--- src/rtl/axi_mem_sequencer.sv ---
// axi_mem_sequencer: round-robin arbiter that turns one granted word request into an
// AW->W write or AR read on a simplified AXI port, with a per-handshake watchdog.
`ifndef AXI_ADDR_W
`define AXI_ADDR_W 8
`endif
`ifndef AXI_DATA_W
`define AXI_DATA_W 32
`endif
module axi_mem_sequencer #(
    parameter int N_REQ   = 2,
    parameter int ADDR_W  = `AXI_ADDR_W,
    parameter int DATA_W  = `AXI_DATA_W,
    parameter int TIMEOUT = 16
) (
    input  logic                     dut_clock,
    input  logic                     dut_rst_n,
    input  logic [N_REQ-1:0]         req_valid,
    input  logic [N_REQ-1:0]         req_write,
    input  logic [N_REQ*ADDR_W-1:0]  req_addr,
    input  logic [N_REQ*DATA_W-1:0]  req_wdata,
    output logic [N_REQ-1:0]         req_ready,
    output logic [N_REQ-1:0]         rsp_valid,
    output logic [DATA_W-1:0]        rsp_rdata,
    output logic                     rsp_err,
    output logic [ADDR_W-1:0]        AWADDR,
    output logic                     AWVALID,
    input  logic                     AWREADY,
    output logic [DATA_W-1:0]        WDATA,
    output logic                     WVALID,
    input  logic                     WREADY,
    output logic [ADDR_W-1:0]        ARADDR,
    output logic                     ARVALID,
    input  logic                     ARREADY,
    input  logic [DATA_W-1:0]        RDATA
);
    localparam int PW = N_REQ > 1 ? $clog2(N_REQ) : 1;
    localparam int WW = $clog2(TIMEOUT);

    typedef enum logic [2:0] {IDLE, WR_ADDR, WR_DATA, RD_ADDR, RESP} state_t;

    state_t            state, state_next;
    logic [PW-1:0]     rr_ptr, gnt, g_q, idx;
    logic [WW-1:0]     wd;
    logic              any_req, hs, expired;
    logic [ADDR_W-1:0] addr_q;
    logic [DATA_W-1:0] wdata_q;
    logic [ADDR_W-1:0] addr_arr [N_REQ];
    logic [DATA_W-1:0] wdata_arr [N_REQ];

    for (genvar i = 0; i < N_REQ; i++) begin : g_unpack
        assign addr_arr[i]  = req_addr[i*ADDR_W +: ADDR_W];
        assign wdata_arr[i] = req_wdata[i*DATA_W +: DATA_W];
    end

    // Scan from the highest offset down so the requester nearest rr_ptr wins.
    always_comb begin
        gnt = '0;
        idx = '0;
        for (int k = N_REQ - 1; k >= 0; k--) begin
            idx = PW'((int'(rr_ptr) + k) % N_REQ);
            if (req_valid[idx]) gnt = idx;
        end
    end

    assign any_req = |req_valid;
    assign expired = wd == WW'(TIMEOUT - 1);
    assign hs      = (state == WR_ADDR && AWREADY) || (state == WR_DATA && WREADY) ||
                     (state == RD_ADDR && ARREADY);
    assign AWADDR  = addr_q;
    assign ARADDR  = addr_q;
    assign WDATA   = wdata_q;

    always_ff @(posedge dut_clock or negedge dut_rst_n) begin
        if (!dut_rst_n) state <= IDLE;
        else            state <= state_next;
    end

    always_comb begin
        state_next = state;
        case (state)
            IDLE:    state_next = !any_req ? IDLE : req_write[gnt] ? WR_ADDR : RD_ADDR;
            WR_ADDR: state_next = AWREADY ? WR_DATA : expired ? RESP : WR_ADDR;
            WR_DATA: state_next = (WREADY || expired) ? RESP : WR_DATA;
            RD_ADDR: state_next = (ARREADY || expired) ? RESP : RD_ADDR;
            default: state_next = IDLE;
        endcase
    end

    // req_ready is combinational from req_valid, so it is masked while reset is held.
    always_comb begin
        req_ready = (state == IDLE && any_req && dut_rst_n) ? N_REQ'(1) << gnt : '0;
        rsp_valid = state == RESP ? N_REQ'(1) << g_q : '0;
        AWVALID   = state == WR_ADDR;
        WVALID    = state == WR_DATA;
        ARVALID   = state == RD_ADDR;
    end

    always_ff @(posedge dut_clock or negedge dut_rst_n) begin
        if (!dut_rst_n) begin
            rr_ptr    <= '0;
            g_q       <= '0;
            addr_q    <= '0;
            wdata_q   <= '0;
            wd        <= '0;
            rsp_rdata <= '0;
            rsp_err   <= 1'b0;
        end else begin
            wd <= (state_next == state && state inside {WR_ADDR, WR_DATA, RD_ADDR}) ?
                  wd + WW'(1) : '0;
            if (state == IDLE && any_req) begin
                g_q     <= gnt;
                addr_q  <= addr_arr[gnt];
                wdata_q <= wdata_arr[gnt];
                rr_ptr  <= PW'((int'(gnt) + 1) % N_REQ);
            end
            // A handshake in the expiry cycle still wins; successful writes leave rdata alone.
            if (state != RESP && state_next == RESP) begin
                rsp_err <= !hs;
                if (state == RD_ADDR || !hs) rsp_rdata <= hs ? RDATA : '0;
            end
        end
    end
endmodule

--- config.mk ---
export PLATFORM = sky130hd
export DESIGN_NAME = axi_mem_sequencer
export DESIGN_NICKNAME = d
export VERILOG_FILES = /design/src/rtl/axi_mem_sequencer.sv
export SDC_FILE = /design/constraint.sdc
export NUM_CORES = 1
export LEC_CHECK = 0
export ABC_AREA = 1
export BUFFER_PORTS_ARGS = -buffer_cell sky130_fd_sc_hd__buf_2
export CAP_MARGIN = 10
export CORE_ASPECT_RATIO = 1.2
export CORE_MARGIN = 1.5
export CORE_UTILIZATION = 40
export CTS_BUF_LIST = sky130_fd_sc_hd__clkbuf_4
export DETAILED_ROUTE_END_ITERATION = 10
export HOLD_SLACK_MARGIN = 0.08
export PLACE_DENSITY_LB_ADDON = 0.05
export SYNTH_ARGS = -nofsm -noshare
export SYNTH_HDL_FRONTEND = slang
export SYNTH_SLANG_ARGS = --single-unit
export TNS_END_PERCENT = 1
--- constraint.sdc ---
create_clock -name dut_clock -period 1.89 [get_ports dut_clock]
set_input_delay 0.2835 -clock dut_clock [delete_from_list [all_inputs] [get_ports dut_clock]]
set_output_delay 0.2835 -clock dut_clock [all_outputs]
set_load 0.03 [all_outputs]
Yosys cells after proc, flatten, opt, wreduce, memory -nomap -nowiden
Cells that the tools add are included.
- add/sub/neg operators: 3
- $mul: 0
- div/mod/pow operators: 0
- magnitude comparators: 4
- eq/ne operators: 8
- shift operators: 2
- multiplexer cells: 25
- bitwise logic cells: 1
- reduce and logical (&&, ||, !) cells: 17
- operators by type and width (cell ; count):
    $mux 32 ; 4
    $mux 8 ; 3
    $mux 3 ; 4
    $pmux 3 s4 ; 1
    $mux 1 ; 8
    $mux 2 ; 4
    $logic_and 1x1->1 ; 7
    $eq 3x2->1 const B ; 2
    $eq 3x3->1 const B ; 2
    $lt 1x2->1 const B ; 3
    $logic_or 1x1->1 ; 5
    $add 4x1->4 const B ; 1
    $eq 4x4->1 const B ; 1
    $mux 4 ; 1
    $shl 1x1->2 const A ; 2
    $eq 3x1->1 const B ; 1
    $eq 3x3->1 ; 1
    $logic_not 3->1 ; 1
    $ne 3x3->1 const B ; 1
    $reduce_bool 3->1 ; 1
    $add 1x1->1 const B ; 2
    $ge 2x2->1 const B ; 1
    $not 1->2 ; 1
    $reduce_and 2->1 ; 1
    2 further kinds ; 2
- flip-flop bits (word level): 82
- latch bits: 0
- memory bits (writable): 0
- ROM bits: 0
- input port bits: 121
- output and inout bits: 88
- logic and storage cells: 68
- memories: 0

Depth between registers and ports, before layout
Gate-level depths: netlist (run 1).
- depth in word-level cells: 13
- depth in mapped cells: 10

Worst setup path after synthesis (run 1)
No wires, ideal clock.
- path kind: reg-to-output
- start point: register state[0]
- end point: output rsp_valid[0]
- arrival: 1.309 ns
- setup slack: 0.297 ns
- stages on the path, launching flop included: 4
- cells stage by stage: dfrtp_1 > nor2_2 > inv_1 > nor3_1
- longest elaborated chain between the ends: 2
- RTL lines (item ; line ; source):
    start, declared ; 41 ; state_t state, state_next;
    start signal, assigned ; 75 ; else state <= state_next;
    $eq 3x3->1 ; 92 ; rsp_valid = state == RESP ? N_REQ'(1) << g_q : '0;
    $mux 2 ; 92 ;
    end, declared ; 22 ; output logic [N_REQ-1:0] rsp_valid,
Every way passes these cells.

Worst setup path after layout (run 1)
- start point: register state[2]
- end point: output AWVALID
- longest elaborated chain between the ends: 1
- RTL lines (item ; line ; source):
    $eq 3x1->1 ; 93 ; AWVALID = state == WR_ADDR;
    end, declared ; 26 ; output logic AWVALID,
Every way passes these cells.

==> results of run 1 <==
[worst min-delay path, cell delays in order]
cell and delay, ns:
buf_2 0.08, nand3_1 0.06, nand2_1 0.06
[Yosys cell counts]
cell type  instances  area share (%)
buf_2              9             1.2
buf_4              8             1.7
buf_6              3            0.93
clkbuf_1          10             1.0
dfrtp_1           82              56
ha_1               1            0.34
inv_1             11             1.1
inv_2              4            0.41
nand2_1          200              21
nand2_2            3            0.52
nand2_4            1            0.31
nand3_1           77              11
nand3_2            3            0.83
nand4_1            4            0.69
nor2_1            13             1.3
nor2_2             3            0.52
nor2_4             1            0.31
nor3_1             2            0.28
o21ai_0            3            0.41
xnor2_1            1            0.24
xor2_1             1            0.24
[kinds of logic after synthesis]
logic type	after synthesis	synth area share [%]
buffers and inverters	45	6.39
and+or+nand+nor	307	36.0
AOI/OAI and AO/OA	3	0.412
adders and majority gates	1	0.344
xor gates and xnor gates	2	0.481
DFF	82	56.4
[metrics by stage]
step	hold WS (ns)	cells	setup WS, ns	total power (uW)
after floorplan	-0.0121	440	0.297	6410
after global placement	0.388	742	0.282	7720
after detailed placement	0.386	742	0.216	7780
after CTS	0.0801	849	0.00232	9040
after global routing	0.0820	866	-0.0247	9750
final	0.108	866	0.0865	9130
[layout make-up]
cell class / count / area [um^2] / share of cell area (%)
clock buffers: 11 / 82.6 / 1.38
clock inverters: 4 / 53.8 / 0.900
inverters: 15 / 56.3 / 0.942
multi-input cells: 313 / 1380 / 23.0
flip-flops and latches: 82 / 2050 / 34.4
well taps: 117 / 146 / 2.45
repair buffers: 324 / 2210 / 36.9
[metal layers]
| layer | wire length [um] | share of wire, % | GRT usage (%) | vias to the layer above |
|---|---|---|---|---|
| met3 | 762 | 6.5 | 6.64 | 40 |
| met4 | 434 | 3.7 | 10.4 | 0 |
| met5 | 0 | 0 | 0 | - |
| li1 | - | - | - | 1989 |
| met2 | 5720 | 48 | 39.1 | 196 |
| met1 | 4880 | 41 | 29.5 | 1818 |
[power breakdown]
group	internal (uW)	total, uW	switching (uW)	leakage, uW
Clock	429	1010	580	0.0000692
Sequential	2550	2990	441	0.00104
Combinational	1640	5130	3490	0.00221
[timing repair]
action,in CTS,in global routing
pin swaps,1,3
endpoints found under the setup margin,3,4
hold endpoints to repair,139,9
buffers inserted,5,7
gates cloned,0,0
resized for setup,4,11
hold buffers,87,10
[sequential cells by signal (all words and copies together), names as in the netlist]
signal / flops
rr_ptr: 1
rsp_rdata: 32
wd: 4
g_q: 1
WDATA: 32
state: 3
rsp_err: 1
ARADDR: 8
[worst min path at each step]
| stage | slack, ns | to | start |
|---|---|---|---|
| after detailed placement | 0.39 | WDATA[29] | dut_rst_n |
| after global placement | 0.39 | WDATA[29] | dut_rst_n |
| final | 0.11 | rsp_rdata[31] | RDATA[31] |
| after floorplan | -0.01 | ARADDR[0] | dut_rst_n |
| after global routing | 0.08 | WDATA[0] | req_wdata[32] |
| after CTS | 0.08 | WDATA[21] | req_wdata[53] |
==> out/metrics.yaml, run 1 <==
status:
  status: "finished, final reports clean"
global_route:
  grt_start_max_net_pins: 83
  overflow: 0
  grt_pass1_wl_um: 18500
  antenna_found_initial: 0
  grt_pass1_vias: 3877
  grtUsageTotal_pct: 23.9
clocking:
  cts_buffers: 9
  cts_tree: "yes"
  clk_path_buf_depth: 2
  cts.sinks: 82
  clk_latency_ns: 0.41
  ctsHtreeMaxLevel: 3
  cts.clk_slew.worst_paths_ns: 0.13
  root_buffer: "clkbuf_4"
worst_setup_path:
  path_max_fanout: 5
  timing.rr.end: "rsp_rdata[10]"
  r2r_slack_ns: 0.22
  slowest_stage: "dfrtp_1"
  r2r_cells: 9
  critPathCapture: "AWVALID"
  worstPathArrival_ns: 1.52
  crit_path_end_kind: "output port"
  critPathLaunchType: "flip-flop"
  cp.buffers_inverters: 3
  crit_cells: 5
  crit_family: "buffers and inverters"
  crit_chain: "buf_4 -> inv_2 -> nand2_1 -> nor2_2 -> buf_2"
  crit_required_ns: 1.61
  timing.critical_path.from: "state[2]"
  worst_path_largest_cell_delay_ns: 0.42
  worstSetupPathType: "reg -> out"
  reg2reg_from: "state[1]"
final_layout:
  fin_nets: 867
  area_delta_synth_final_pct: 64.2
  fill_cells: 748
  design_area_mm2: 0.00598
  final_cell_mix: "203 x buf_2, 199 x nand2_1, 97 x dlygate4sd3_1"
  layout-drive-gt1-share_pct: 34.8
  final_core_utilization_pct: 68.7
  final_common_cell: "buf_2"
  diodes: 0
placement:
  io_buffers: 208
  dp_hpwl_um: 6990
  gp_congestion: 0.776
  placed_area_mm2: 0.00474
timing:
  max_slew_margin_pct: 71.3
  finalMaxSlewViolations: 0
  worstMarginPinSlew_ns: 0.431
  grt_setup_unrepaired: "true"
  setup_viol: 0
  hold_violations: 0
  period_share_pct: 95.4
  fin_skew_ns: 0.0224
  finalCriticalPeriod_ns: 1.80
  max_freq_mhz: 554
  tns_ns: 0
worst_hold_path:
  holdCritPathClass: "in -> reg"
  hold_path_depth: 3
routing:
  wire_per_inst_um: 13.6
  drtAntennaViolNets: 0
  wirelength_um: 11800
  firstDrtPassIters: 4
  via_count: 4043
  drcViolationCount: 0
  first_iter_violations: 229
  routed_via_density: 4.67
logic_synthesis:
  syn-instance-count: 440
  yosysSeqAreaShare_pct: 56.4
  synthesis.nets: 562
  ys_ff_latch: 82
  yosys_warnings: 0
  synth_area_mm2: 0.00364
  synth.avg_cell_area_um2: 8.27
  yosysUniqueCellTypes: 21
pwr:
  vdd_drop_max_v: 0.000846
  powerDensity_mw_per_mm2: 1530
  leakagePower_uw: 0.00332
floorplan:
  die_x_um: 90.1
  core_area_mm2: 0.00870
  initial_core_util_pct: 41.8
  fp.dieArea_mm2: 0.00968
  io_pins: 209
  rows: 37
  die_y_um: 107
flow_run:
  drv_cap: 0
Note: power is estimated with default switching activity, not from simulation.
==> run 2: changes to the inputs <==
Settings changed: ABC_AREA 1 to default.
==> out/metrics.yaml, run 2 <==
pwr:
  leakagePower_uw: 0.00324  # -2.3%
  p_total_uw: 9410  # +3.0%
  powerDensity_mw_per_mm2: 1530  # +0.13%
  vdd_drop_max_v: 0.000945  # +12%
final_layout:
  fin_nets: 784  # -9.6%
  multi_input_area_mm2: 0.00127  # -7.6%
  diodes: 0  # unchanged
  layoutNonFillerInstCount: 786  # -9.2%
  final_core_utilization_pct: 68.8  # +0.12 points
  final_common_cell: "buf_2"
  seqCellArea_mm2: 0.00205  # unchanged
  area_delta_synth_final_pct: 68.6
  fill_cells: 694  # -7.2%
  layout-drive-gt1-share_pct: 39.8  # +4.9 points
  final_cell_mix: "201 x buf_2, 113 x dlygate4sd3_1, 80 x dfrtp_1"
logic_synthesis:
  yosysUniqueCellTypes: 39  # +86%
  yosys_warnings: 0  # unchanged
  syn-instance-count: 345  # -22%
  yosysMostFrequentCell: "dfrtp_1"
  synth_common_cells: "82 x dfrtp_1, 68 x nand2_1, 44 x inv_1, 40 x a222oi_1, 21 x o21ai_0"
  yosysSeqAreaShare_pct: 56.3  # -0.12 points
  ys_ff_latch: 82  # unchanged
  synth.avg_cell_area_um2: 10.6  # +28%
  synth_area_leaders: "dfrtp_1 56%, a222oi_1 11%, nand2_1 7.0%"
  async_reset_ff_share_pct: 100  # unchanged
  synthesis.nets: 467  # -17%
  synth_ff_type: "dfrtp_1"
  synth_area_mm2: 0.00365  # +0.21%
  synth_top_cell_area_share_pct: 56.3  # -0.12 points
  yosysTopAreaCell: "dfrtp_1"
  synth_edf_count: 0  # unchanged
clocking:
  clk_latency_ns: 0.42  # about the same
  clk_path_buf_depth: 2  # unchanged
  cts.clk_slew.worst_paths_ns: 0.12  # about the same
  cts_tree: "yes"
  cts_buffers: 9  # unchanged
  root_buffer: "clkbuf_4"
  ctsHtreeMaxLevel: 3  # unchanged
  cts.sinks: 82  # unchanged
global_route:
  overflow: 0  # unchanged
  antenna_found_initial: 0  # unchanged
  grt_pass1_vias: 4067  # +4.9%
  grt_pass1_wl_um: 19500  # +5.0%
  grt_start_max_net_pins: 35  # -58%
  grtUsageTotal_pct: 25.4  # +1.6 points
timing:
  period_share_pct: 101  # +6.0 points
  finalCriticalPeriod_ns: 1.92  # +0.114 ns
  grt_setup_unrepaired: "true"
  worstMarginPinSlew_ns: 0.428  # -0.00339 ns
  setup_viol: 2  # +2
  fin_skew_ns: 0.0125  # -0.00989 ns
  finalMaxSlewViolations: 0  # unchanged
  max_freq_mhz: 521  # -6.0%
  setup_ws_ns: -0.0277  # -0.114 ns
  max_slew_margin_pct: 71.5  # +0.23 points
  hold_violations: 0  # unchanged
  tns_ns: -0.0503  # -0.0503 ns
worst_setup_path:
  path_max_fanout: 5  # unchanged
  crit_required_ns: 1.61  # about the same
  critPathLaunchType: "flip-flop"
  worstPathArrival_ns: 1.63  # +0.11 ns
  crit_path_end_kind: "output port"
  worstSetupPathType: "reg -> out"
status:
  status: "complete, but fails checks"
  violations: "negative setup slack"
placement:
  io_buffers: 208  # unchanged
  dp_hpwl_um: 7120  # +1.8%
  preCtsSetupSlack_ns: 0.0632  # -0.153 ns
  dpl.cell_count: 652  # -12%
  gp_congestion: 0.794  # +2.2%
floorplan:
  rows: 38  # +2.7%
  die_y_um: 108  # about the same
  initial_core_util_pct: 40.8  # -1.0 points
  io_pins: 209  # unchanged
  die_x_um: 90.2  # about the same
  core_area_mm2: 0.00894  # +2.7%
  fp.dieArea_mm2: 0.00970  # +0.20%
routing:
  first_iter_violations: 353  # +54%
  firstDrtPassIters: 9  # +5
  drtAntennaViolNets: 0  # unchanged
  wirelength_um: 12400  # +4.7%
  wire_per_inst_um: 15.7  # +15%
  drcViolationCount: 0  # unchanged
  routed_via_density: 5.08  # +8.7%
  via_count: 3990  # -1.3%
worst_hold_path:
  holdCritPathClass: "in -> reg"
flow_run:
  drv_cap: 0  # unchanged
run 2: changes by cell type in the layout (fill, tap and decap cells not counted), sizes merged, moves of 3 or more:
cell | before | now
nand2 | 204 | 68
nand3 | 80 | 3
a222oi | 0 | 40
o21ai | 3 | 35
inv | 15 | 44
dlygate4sd3 | 97 | 113
nor2 | 17 | 2
nand4 | 4 | 0
nor4b | 0 | 4
and2 | 0 | 3
and3 | 0 | 3
nor4 | 0 | 3
run 2: worst max-delay path: stages (launching register included):
cell     delay, ns
dfrtp_2       0.46
nor3_4        0.26
and3_4        0.22
and2_4        0.14
buf_6         0.12
run 2: worst paths after layout:
path,from,endpoint,slack [ns],depth (start not counted)
max in group asynchronous,dut_rst_n,rsp_rdata[18],1.09,3
worst max-delay path,state[2],req_ready[0],-0.03,4
worst max register to register,state[0],rsp_rdata[0],0.04,5
worst min-delay path,AWREADY,state[1],0.16,3
worst min register to register,wd[0],wd[0],0.48,1
min in group asynchronous,dut_rst_n,WDATA[2],0.21,2
run 2: cells by family (layout without fill, tap and decap cells):
group	Yosys count	in the layout	share of synthesized area (%)
simple gates	96	96	13.6
compound gates	83	83	18.3
flops	82	82	56.3
buf+inv	79	400	10.4
xor+xnor	2	2	0.480
mux	2	2	0.686
fa+ha+maj	1	1	0.343
run 2: report_power, final:
part	total (uW)	switching, uW	internal [uW]	leakage (uW)
logic	5420	3450	1960	0.00214
clock network	973	586	387	0.0000652
registers	3020	474	2550	0.00104
total	9410	4510	4900	0.00324
run 2: layer usage:
metal,global-route usage (%),part of all wire (%),up-vias
li1,-,-,1838
met1,30.4,39,1916
met2,43.6,52,207
met3,5.44,6.5,29
met4,12.5,2.8,0
met5,0,0,-
run 2: final cells by class:
type,count,area share [%]
Tap cell,120,2.44
Clock inverter,6,0.956
Clock buffer,9,1.10
Timing Repair Buffer,341,38.8
Multi-Input combinational cell,184,20.7
Sequential cell,82,33.4
Inverter,44,2.69
run 2: repair_timing:
item,in CTS,in global routing
hold endpoints to repair,154,0
pin swaps,4,3
gates resized for setup,20,7
setup buffers,4,2
hold buffers,113,0
endpoints found under the setup margin,6,38
run 2: per-stage QoR:
stage,hold WS (ns),cell area (um^2)
global route,0.136,6150
floorplan,-0.0121,3650
global placement,0.101,4760
finish,0.160,6150
detailed placement,0.100,4760
CTS,0.127,6110
==> run 3: changes to the inputs <==
--- a/config.mk
+++ b/config.mk
@@ -6,7 +6,7 @@
 export NUM_CORES = 1
 export LEC_CHECK = 0
+export ABC_AREA = 1
 export BUFFER_PORTS_ARGS = -buffer_cell sky130_fd_sc_hd__buf_2
 export CAP_MARGIN = 10
-export CORE_ASPECT_RATIO = 1.2
 export CORE_MARGIN = 1.5
 export CORE_UTILIZATION = 40
==> constraint.sdc (replaced) <==
create_clock -name dut_clock -period 1.89 [get_ports dut_clock]
set_input_delay 0.378 -clock dut_clock [delete_from_list [all_inputs] [get_ports dut_clock]]
set_output_delay 0.378 -clock dut_clock [all_outputs]
set_load 0.03 [all_outputs]
==> out/metrics.yaml, run 3 (synthesized netlist as in run 1, its figures left out) <==
status:
  status: "finished, final reports clean"
final_layout:
  area_delta_synth_final_pct: 37.4
  layoutNonFillerInstCount: 759  # -3.4%
  layout-drive-gt1-share_pct: 39.8  # about the same
  fin_nets: 770  # -1.8%
  diodes: 0  # unchanged
  fill_cells: 845  # +22%
  final_core_utilization_pct: 57.1  # -12 points
  final_common_cell: "buf_2"
  final_cell_mix: "202 x buf_2, 199 x nand2_1, 80 x dfrtp_1"
  design_area_mm2: 0.00500  # -19%
placement:
  dp_hpwl_um: 6940  # -2.5%
  dpl.cell_count: 734  # +13%
  io_buffers: 208  # unchanged
  placed_area_mm2: 0.00471  # -1.0%
  gp_congestion: 0.748  # -5.8%
floorplan:
  die_x_um: 98.4  # +9.1%
  io_pins: 209  # unchanged
  core_area_mm2: 0.00876  # -2.0%
  initial_core_util_pct: 41.5  # +0.73 points
  die_y_um: 98.4  # -8.6%
  fp.dieArea_mm2: 0.00968  # -0.22%
  rows: 34  # -11%
global_route:
  antenna_found_initial: 0  # unchanged
  grt_pass1_wl_um: 15900  # -18%
  grt_start_max_net_pins: 83  # +140%
  overflow: 0  # unchanged
  grtUsageTotal_pct: 20.3  # -5.2 points
  grt_pass1_vias: 3465  # -15%
timing:
  period_share_pct: 99.7  # -1.7 points
  worstMarginPinSlew_ns: 0.427  # -0.000101 ns
  finalCriticalPeriod_ns: 1.88  # -0.0329 ns
  max_freq_mhz: 531  # +1.7%
  hold_violations: 0  # unchanged
  finalMaxSlewViolations: 0  # unchanged
  grt_setup_unrepaired: "true"
  tns_ns: 0  # +0.0503 ns
  fin_skew_ns: 0.0197  # +0.00719 ns
  setup_viol: 0  # -2
  max_slew_margin_pct: 71.5  # about the same
worst_setup_path:
  timing.rr.end: "rsp_rdata[12]"
  worstSetupPathType: "reg -> out"
  critPathLaunchType: "flip-flop"
  path_max_fanout: 4  # -1
  crit_path_end_kind: "output port"
  worstPathArrival_ns: 1.51  # -0.12 ns
  crit_required_ns: 1.51  # -0.10 ns
  r2r_cells: 8  # +3
  reg2reg_from: "wd[0]"
  r2r_slack_ns: 0.27  # +0.23 ns
clocking:
  cts_tree: "yes"
  root_buffer: "clkbuf_4"
  clk_path_buf_depth: 2  # unchanged
  cts.sinks: 82  # unchanged
  clk_latency_ns: 0.40  # -0.02 ns
  cts_buffers: 9  # unchanged
  ctsHtreeMaxLevel: 3  # unchanged
  cts.clk_slew.worst_paths_ns: 0.13  # about the same
worst_hold_path:
  holdCritPathClass: "in -> reg"
  hold_path_depth: 3  # unchanged
  min_to: "WDATA[6]"
  min_from: "req_wdata[6]"
flow_run:
  drv_cap: 0  # unchanged
routing:
  routed_via_density: 4.72  # -7.1%
  wirelength_um: 9780  # -21%
  first_iter_violations: 86  # -76%
  drtAntennaViolNets: 0  # unchanged
  via_count: 3581  # -10%
  firstDrtPassIters: 4  # -5
  drcViolationCount: 0  # unchanged
  wire_per_inst_um: 12.9  # -18%
pwr:
  leakagePower_uw: 0.00291  # -10%
  p_total_uw: 8980  # -4.5%
  vdd_drop_max_v: 0.000729  # -23%
  powerDensity_mw_per_mm2: 1800  # +17%
## run 3: cell count changes in the layout (fill, tap and decap cells not counted), sizes merged, moves of 3 or more
cell,previous run,this run
a222oi,40,0
and2,3,0
and3,3,0
dlygate4sd3,113,1
inv,44,15
nand2,68,204
nand3,3,80
nand4,0,4
nor2,2,17
nor4,3,0
nor4b,4,0
o21ai,35,3
## run 3: cell type report
class                      count  area [um^2]  area share (%)
clock buffer                  10         75.1            1.50
inverter                      15         56.3            1.13
clock inverter                 4         68.8            1.38
tap                          108          135            2.70
sequential                    82         2050            41.1
multi-input combinational    313         1390            27.8
timing repair buffer         227         1220            24.4
## run 3: power breakdown
part,internal [uW],leakage (uW),switching [uW]
Combinational,1490,0.00179,3430
Clock,533,0.0000798,558
Sequential,2550,0.00104,416
## run 3: worst max-delay path by stage
stage | end | from
floorplan | rsp_valid[0] | state[0]
global placement | rsp_rdata[16] | wd[0]
detailed placement | rsp_rdata[12] | wd[0]
CTS | req_ready[0] | state[0]
global route | req_ready[1] | state[0]
finish | rsp_valid[0] | state[0]
## run 3: metrics by stage
step                      worst slack [ns]  hold slack (ns)
after CTS                         -0.00489            0.135
after global routing                -0.109            0.150
after floorplan                      0.203           0.0824
after global placement               0.280            0.443
after detailed placement             0.208            0.453
final                              0.00520            0.167
## run 3: critical path, stage by stage (launching register included)
cell and delay (ns):
dfrtp_2 0.46, nor2_4 0.18, inv_1 0.09, nor3_1 0.15, buf_2 0.25
## run 3: what timing repair did
item,CTS,global route
buffers inserted,10,0
gates resized for setup,7,11
pin swaps,3,1
setup endpoints to repair,5,7
hold buffers,1,0
endpoints found under the hold margin,82,0
## run 3: routing by layer
metal / part of all wire (%) / GRT usage, % / up-vias
met5: 0 / 0 / -
met4: 2.6 / 8.13 / 0
li1: - / - / 1800
met1: 41 / 24.5 / 1629
met3: 6.7 / 4.51 / 22
met2: 49 / 35.1 / 130
